--- src/rtl/ivl_uvm_ovl_clk_period_mon.sv ---
// Measures the period of an asynchronous monitored clock in clk cycles,
// checks it against a tolerance window and reports lock status and errors.
module ivl_uvm_ovl_clk_period_mon #(
  parameter int EXP_PERIOD_CYC = 10,
  parameter int TOL_CYC        = 1,
  parameter int CNT_W          = 16,
  parameter int SYNC_STAGES    = 2,
  parameter int LOCK_CNT       = 4,
  parameter int ERR_CNT_W      = 8
) (
  input  logic                 clk,
  input  logic                 rst_n,
  input  logic                 en,
  input  logic                 clr_err,
  input  logic                 mon_in,
  output logic [CNT_W-1:0]     period_cnt,
  output logic                 period_vld,
  output logic                 locked,
  output logic                 err_pulse,
  output logic                 timeout,
  output logic [ERR_CNT_W-1:0] err_cnt,
  output logic [1:0]           dbg_state
);

  typedef enum logic [1:0] {
    ST_IDLE    = 2'd0,
    ST_ARM     = 2'd1,
    ST_MEASURE = 2'd2
  } state_e;

  localparam int GR_W = $clog2(LOCK_CNT + 1);

  localparam logic [CNT_W-1:0] TO_CNT = CNT_W'(2 * EXP_PERIOD_CYC);
  localparam logic [CNT_W-1:0] LO_LIM = CNT_W'(EXP_PERIOD_CYC - TOL_CYC);
  localparam logic [CNT_W-1:0] HI_LIM = CNT_W'(EXP_PERIOD_CYC + TOL_CYC);
  localparam logic [GR_W-1:0]  LOCK_V = GR_W'(LOCK_CNT);

  state_e                 state_q, state_d;
  logic [SYNC_STAGES-1:0] sync_q;
  logic                   s, s_d, rise;
  logic [CNT_W-1:0]       cnt_q, cnt_d;
  logic [GR_W-1:0]        good_run_q, good_run_d;
  logic                   locked_d;
  logic                   measuring, capture, good, to_hit, err_event;
  logic [ERR_CNT_W-1:0]   err_cnt_d;

  // Synchronizer latency is identical for every edge, so it cancels out of P.
  assign s    = sync_q[SYNC_STAGES-1];
  assign rise = s & ~s_d;

  assign measuring = en && (state_q == ST_MEASURE);
  assign capture   = measuring && rise;
  assign good      = (cnt_q >= LO_LIM) && (cnt_q <= HI_LIM);
  // A rise on the limit cycle is a (bad) measurement, never a timeout.
  assign to_hit    = measuring && !rise && (cnt_q == TO_CNT);
  assign err_event = (capture && !good) || to_hit;

  assign dbg_state = state_q;

  always_comb begin
    state_d = state_q;
    if (!en) begin
      state_d = ST_IDLE;
    end else begin
      case (state_q)
        ST_IDLE:    state_d = ST_ARM;
        ST_ARM:     if (rise) state_d = ST_MEASURE;
        ST_MEASURE: if (to_hit) state_d = ST_ARM;
        default:    state_d = ST_IDLE;
      endcase
    end
  end

  always_comb begin
    cnt_d = cnt_q;
    if (!en || (state_q == ST_IDLE)) begin
      cnt_d = '0;
    end else if (state_q == ST_ARM) begin
      cnt_d = rise ? CNT_W'(1) : '0;
    end else if (rise) begin
      cnt_d = CNT_W'(1);
    end else if (to_hit) begin
      cnt_d = '0;
    end else begin
      cnt_d = cnt_q + CNT_W'(1);
    end
  end

  always_comb begin
    good_run_d = good_run_q;
    locked_d   = locked;
    if (!en || (state_q == ST_IDLE)) begin
      good_run_d = '0;
      locked_d   = 1'b0;
    end else if (capture && good) begin
      if (good_run_q < LOCK_V) good_run_d = good_run_q + GR_W'(1);
      if (good_run_d == LOCK_V) locked_d = 1'b1;
    end else if (err_event) begin
      good_run_d = '0;
      locked_d   = 1'b0;
    end
  end

  // Counts the visible err_pulse; a clear coinciding with a pulse keeps that one.
  always_comb begin
    err_cnt_d = err_cnt;
    if (clr_err) begin
      err_cnt_d = err_pulse ? ERR_CNT_W'(1) : '0;
    end else if (err_pulse && (err_cnt != '1)) begin
      err_cnt_d = err_cnt + ERR_CNT_W'(1);
    end
  end

  always_ff @(posedge clk or negedge rst_n) begin
    if (!rst_n) begin
      sync_q     <= '0;
      s_d        <= 1'b0;
      state_q    <= ST_IDLE;
      cnt_q      <= '0;
      good_run_q <= '0;
      locked     <= 1'b0;
      period_cnt <= '0;
      period_vld <= 1'b0;
      err_pulse  <= 1'b0;
      timeout    <= 1'b0;
      err_cnt    <= '0;
    end else begin
      sync_q     <= {sync_q[SYNC_STAGES-2:0], mon_in};
      s_d        <= s;
      state_q    <= state_d;
      cnt_q      <= cnt_d;
      good_run_q <= good_run_d;
      locked     <= locked_d;
      period_vld <= capture;
      err_pulse  <= err_event;
      timeout    <= to_hit;
      err_cnt    <= err_cnt_d;
      if (capture) period_cnt <= cnt_q;
    end
  end

endmodule

--- config.mk ---
export PLATFORM = sky130hd
export DESIGN_NAME = ivl_uvm_ovl_clk_period_mon
export DESIGN_NICKNAME = d
export VERILOG_FILES = /design/src/rtl/ivl_uvm_ovl_clk_period_mon.sv
export SDC_FILE = /design/constraint.sdc
export NUM_CORES = 1
export LEC_CHECK = 0
export CORE_UTILIZATION = 54
export DETAILED_ROUTE_END_ITERATION = 8
export GPL_TIMING_DRIVEN = 0
export HOLD_SLACK_MARGIN = 0.08
export PLACE_DENSITY = 0.79
export SYNTH_ARGS = -nofsm -noshare
export SYNTH_HDL_FRONTEND = slang
export SYNTH_SLANG_ARGS = --single-unit
--- constraint.sdc ---
create_clock -name clk -period 2.3 [get_ports clk]
set_input_delay 0.46 -clock clk [delete_from_list [all_inputs] [get_ports clk]]
set_output_delay 0.46 -clock clk [all_outputs]
set_load 0.01 [all_outputs]
== Word-level counts from Yosys, hierarchy flattened ==
Cells that the tools add are included.

* Input bits: 5
* Register bits after elaboration: 52
* Logic and storage cells: 67
* Memories: 0
* Latch bits: 0
* RAM bits: 0
* Bits in read-only memories: 0
* Output and inout bits: 30

* Add/sub/neg operators: 3
* Shift operators: 0
* Bitwise logic cells: 2
* Div/mod/pow operators: 0
* Equal/unequal tests: 8
* Reductions and logical operators: 18
* Order comparisons: 3
* Multipliers: 0
* Mux-type cells: 22

{| class="wikitable"
|+ Operator list
! operator !! count
|-
| two-way mux 16 bit || 4
|-
| two-way mux 3 bit || 6
|-
| adder 16 x 1 -> 16 bit, second input constant || 1
|-
| equality test 16 x 5 -> 1 bit, second input constant || 1
|-
| >= comparator 16 x 4 -> 1 bit, second input constant || 1
|-
| less-or-equal comparator 16 x 4 -> 1 bit, second input constant || 1
|-
| two-way mux 8 bit || 2
|-
| adder 8 x 1 -> 8 bit, second input constant || 1
|-
| logical AND 1 bit || 8
|-
| inequality test 8 bit, second input constant || 1
|-
| two-way mux 1 bit || 6
|-
| two-way mux 2 bit || 3
|-
| inequality test 3 bit, second input constant || 2
|-
| one-hot mux 2 bit (3 select lines) || 1
|-
| AND reduction 2 bit || 2
|-
| adder 3 x 1 -> 3 bit, second input constant || 1
|-
| equality test 3 bit, second input constant || 1
|-
| logical NOT 1 bit || 3
|-
| < comparator 3 bit, second input constant || 1
|-
| inequality test 3 x 2 -> 1 bit, second input constant || 1
|-
| nonzero test 3 bit || 1
|-
| equality test 2 x 1 -> 1 bit, second input constant || 1
|-
| equality test 2 bit, second input constant || 1
|-
| logical NOT 2 bit || 1
|-
| other kinds (4) || 5
|}

== Depth between registers and ports, before layout ==
Gate-level depths: netlist of run 1.

* Depth after elaboration: 10
* Depth in mapped cells: 7
* Gate-level depth less buffers: 6

== Worst setup path before layout of run 1 ==
OpenSTA, ideal clock, no wires.

* Kind: flip-flop to flip-flop
* From: reg cnt_q[8]
* To: reg cnt_q[10]
* Cell stages (with the launch flop): 7
* Slack: 336 ps
* Arrival: 1845 ps
* Buffers on the path: 2
* Period minus slack after synthesis: 1964 ps
* Setup time: 119 ps
* Path through: dfrtp_1 -> or4_1 -> or3_1 -> buf_2 -> o21ai_4 -> buf_6 -> nor2_1

* Longest elaborated chain between the ends: 6
* Elaborated cells on any way between the ends: 7

{| class="wikitable"
|+ Ends and longest elaborated chain
! element !! line !! RTL
|-
| start: declaration || 41 || <nowiki>logic [CNT_W-1:0] cnt_q, cnt_d;</nowiki>
|-
| start signal: assignment || 131 || <nowiki>cnt_q <= cnt_d;</nowiki>
|-
| branches (longest 2 deep; another with adder 16 x 1 -> 16 bit) || - ||
|-
| two-way mux 16 bit (*) || 82 || <nowiki>end else if (to_hit) begin</nowiki>
|-
| two-way mux 16 bit (*) || 80 || <nowiki>end else if (rise) begin</nowiki>
|-
| two-way mux 16 bit (*) || 78 || <nowiki>end else if (state_q == ST_ARM) begin</nowiki>
|-
| two-way mux 16 bit (*) || 76 || <nowiki>if (!en || (state_q == ST_IDLE)) begin</nowiki>
|-
| net cnt_d[10] || 41 ||
|}

Mark *: on every way through the listed nets, which the timed path passes.
A chain may end at the register's enable or synchronous reset.

== Worst setup path after layout of run 1 ==
Ends and elaborated chain as after synthesis.

==> run summary, run 1 <==
outcome = finished, final reports clean
share of cells above drive strength 1 = 0.05119
Yosys reg bits = 52
Die H = 69.31 um
# Post-CTS Setup Buffers = 0
worst hold path class = reg2reg
row count = 24
max-slew violations = 0
Worst setup SP type = flip-flop
DRT Wirelength = 4724 um
clock sink total = 52
worst path cell trace = or4_1 -> or3_1 -> buf_2 -> o21ai_4 -> buf_6 -> nor2_1
Sw Share = 0.2207
Avg Cell Area, Syn = 9.707 sq um
post-cts repair resize count = 0
CTS Buf Count = 5
Final Power = 1.483 mW
Port Buffer Count = 32
Clock Skew = 10.77 ps
Non-Filler Instances = 345
fill count = 343
Synth Flop Type = dfrtp_1
number of detailed-routing iterations run before antenna repair = 5
syn nets = 262
slew of the pin with the lowest slew margin = 485.9 ps
cells after synthesis = 252
Post-DP HPWL = 3413 um
CTS Hold Buffers Added = 1
H-tree Lvls = 2
EDFF count, synth = 0
commonest cells after routing, fill and taps aside = dfrtp_1 (52), nand2_1 (50), clkdlybuf4s50_1 (31), nor2_1 (27), xnor2_1 (12)
CP bufs+invs = 2
top post-synthesis cells by area = dfrtp_1 (53%), nand2_1 (7.7%), xnor2_1 (4.3%), nor2_1 (4.1%), ha_1 (2.6%)
IO Count = 35
period utilization = 0.9468
Setup TNS = 0 ps
cell taking the most area after synthesis = dfrtp_1
sequential share of the synthesized area = 0.5320
Reg area = 1301 sq um
post-place setup slack = 132.0 ps
combinational power share = 0.046
largest net degree at the start of global routing = 42
vias in the first global route = 1,730
Core ar. = 4354 sq um
vias = 1,929
Initial Util = 0.5618
max-cap viol count = 0
final antenna-violating net count = 0
Ys Warns = 0
width of the die = 69.31 um
unrepaired setup endpoints after global routing = no
most common cell after layout, fill and taps aside = dfrtp_1
Vias/cell = 5.591
worst slew margin relative to its limit = 0.6760
Leak = 1.284 nW
clock buffer depth = 2
Yosys top cell area share = 0.5320
CTS tree = built
Final setup viols = 0
Setup Crit Path Kind = reg2reg
Critical Path Fanout Max = 10
delay-heaviest family, CP = simple AND/OR/NAND/NOR gates
DRC errors left = 0
NetSw = 0.3272 mW
Clock transition at path regs = 90 ps
CTS root buf = clkbuf_8
Clk network pwr share = 0.327
area of the multi-input gates = 1062 sq um
Worst EP required = 2490 ps
Final Hold Fails = 0
slowest stage delay, CP = 590 ps
DRT iter0 DRCs = 76
cell-internal power = 1.156 mW
overall routing resource usage = 0.2123
Antenna diodes = 0
Reg power frac = 0.627
Setup WS post-layout = 122.4 ps
power density cells = 505.4 nW/um^2
Cell variety after synth = 42
nets = 303
crit path time final = 2178 ps
routability cong. = 0.8604
asr flop ratio synth = 1.000
Worst-Skew Late Latency = 300 ps
fin util = 0.6739
die area = 4803 sq um
maximum VDD drop = 362.2 uV
placed cell count = 337
critical path's slowest cell = or4_1
CP arrival = 2370 ps
total grt overflow = 0
Layout area overhead = 19.95%
first-pass GRT wire length = 8114 um
Setup crit end kind = flip-flop
Synth Cell Area = 2446 sq um
initial antenna violation count = 0
fmax = 459.2 MHz
DR WL/cell = 13.69 um
-- state kept, by name, indices dropped and copies added (netlist names), 2 cells and up --
signal	cells
period_cnt	16
sync_q	2
cnt_q	16
err_cnt	8
good_run_q	3
dbg_state	2
-- per-layer routing --
layer,global-route usage,part of all wire
met5,0,0
met4,0.06349,0.015
met3,0.04942,0.036
met2,0.3452,0.48
met1,0.2838,0.47
-- final timing paths --
kind / cells past startpoint / slack (ps) / to / startpoint
min in group asynchronous: 2 / 560 / timeout / rst_n
worst min register to register: 0 / 360 / sync_q[1] / sync_q[0]
worst max register to register: 6 / 120 / cnt_q[10] / cnt_q[8]
worst min-delay path: 0 / 360 / sync_q[1] / sync_q[0]
worst max-delay path: 6 / 120 / cnt_q[10] / cnt_q[8]
max in group asynchronous: 3 / 1240 / period_cnt[9] / rst_n
-- layout make-up --
class                           count  area share
Clock inverter                      1    0.001706
Multi-Input combinational cell    181      0.3620
Timing Repair Buffer               34      0.1177
Buffer                             10     0.01663
Inverter                            9     0.01151
Tap cell                           52     0.02217
Sequential cell                    52      0.4435
Clock buffer                        6     0.02473
-- worst register-to-register path: cells and delay by family (launching register included) --
family	cells	cell delay (ps)
DFF	1	450
and+or+nand+nor	3	1030
buffers and inverters	2	350
AOI/OAI and AO/OA	1	240
-- synthesized netlist by cell type (2+ instances only) --
master and number:
xor2_1 6, o2111ai_1 2, xnor2_1 12, ha_1 5, nor3_1 6, a21oi_1 4
dfrtp_1 52, clkbuf_1 5, nand3_1 9, inv_1 8, nor4bb_1 2, nand4_1 7
or4_1 3, nor2b_1 5, nor4_1 5, o21ai_0 7, nand3b_1 2, and3_1 5
nand2_1 50, nor2_1 27, o211ai_1 6, a21o_1 2, buf_2 3
-- power groups by stage --
stage                     clock, mW  sequential (mW)  combinational (mW)
after global placement            0            0.948              0.0635
after global routing          0.538            0.932              0.0761
after CTS                     0.500            0.930              0.0694
after floorplan                   0            0.949              0.0253
after detailed placement          0            0.948              0.0677
final                         0.485            0.930              0.0676
-- through the flow --
| stage | area, sq um | hold WS, ps |
|---|---|---|
| final | 2934 | 360.4 |
| after global routing | 2934 | 376.5 |
| after CTS | 2934 | 362.0 |
| after detailed placement | 2846 | 341.3 |
| after global placement | 2831 | 332.6 |
| after floorplan | 2446 | 164.4 |
-- cells by family (layout without fill, tap and decap cells) --
kind of cell,count (synthesis),count (layout),synth area share
compound gates,29,29,0.08440
xor+xnor,18,18,0.06445
fa+ha+maj,5,5,0.02558
buf+inv,19,60,0.03376
flops,52,52,0.5320
mux,1,1,0.004092
simple gates,128,128,0.2558
Note: power is estimated with default switching activity, not from simulation.
==> run 2: changes to the inputs <==
==> constraint.sdc (replaced) <==
create_clock -name clk -period 2.4 [get_ports clk]
set_input_delay 0.48 -clock clk [delete_from_list [all_inputs] [get_ports clk]]
set_output_delay 0.48 -clock clk [all_outputs]
set_load 0.01 [all_outputs]
==> results of run 2 <==
Same layout as run 1 (identical final DEF). Status: finished, final reports clean.
Among the figures that moved: setup slack after placement 132.0 ps -> 232.0 ps; setup slack after layout 122.4 ps -> 222.4 ps; register-to-register setup slack 120 ps -> 220 ps; total power 1.483 mW -> 1.421 mW; worst IR drop on VDD 362.2 uV -> 347.1 uV
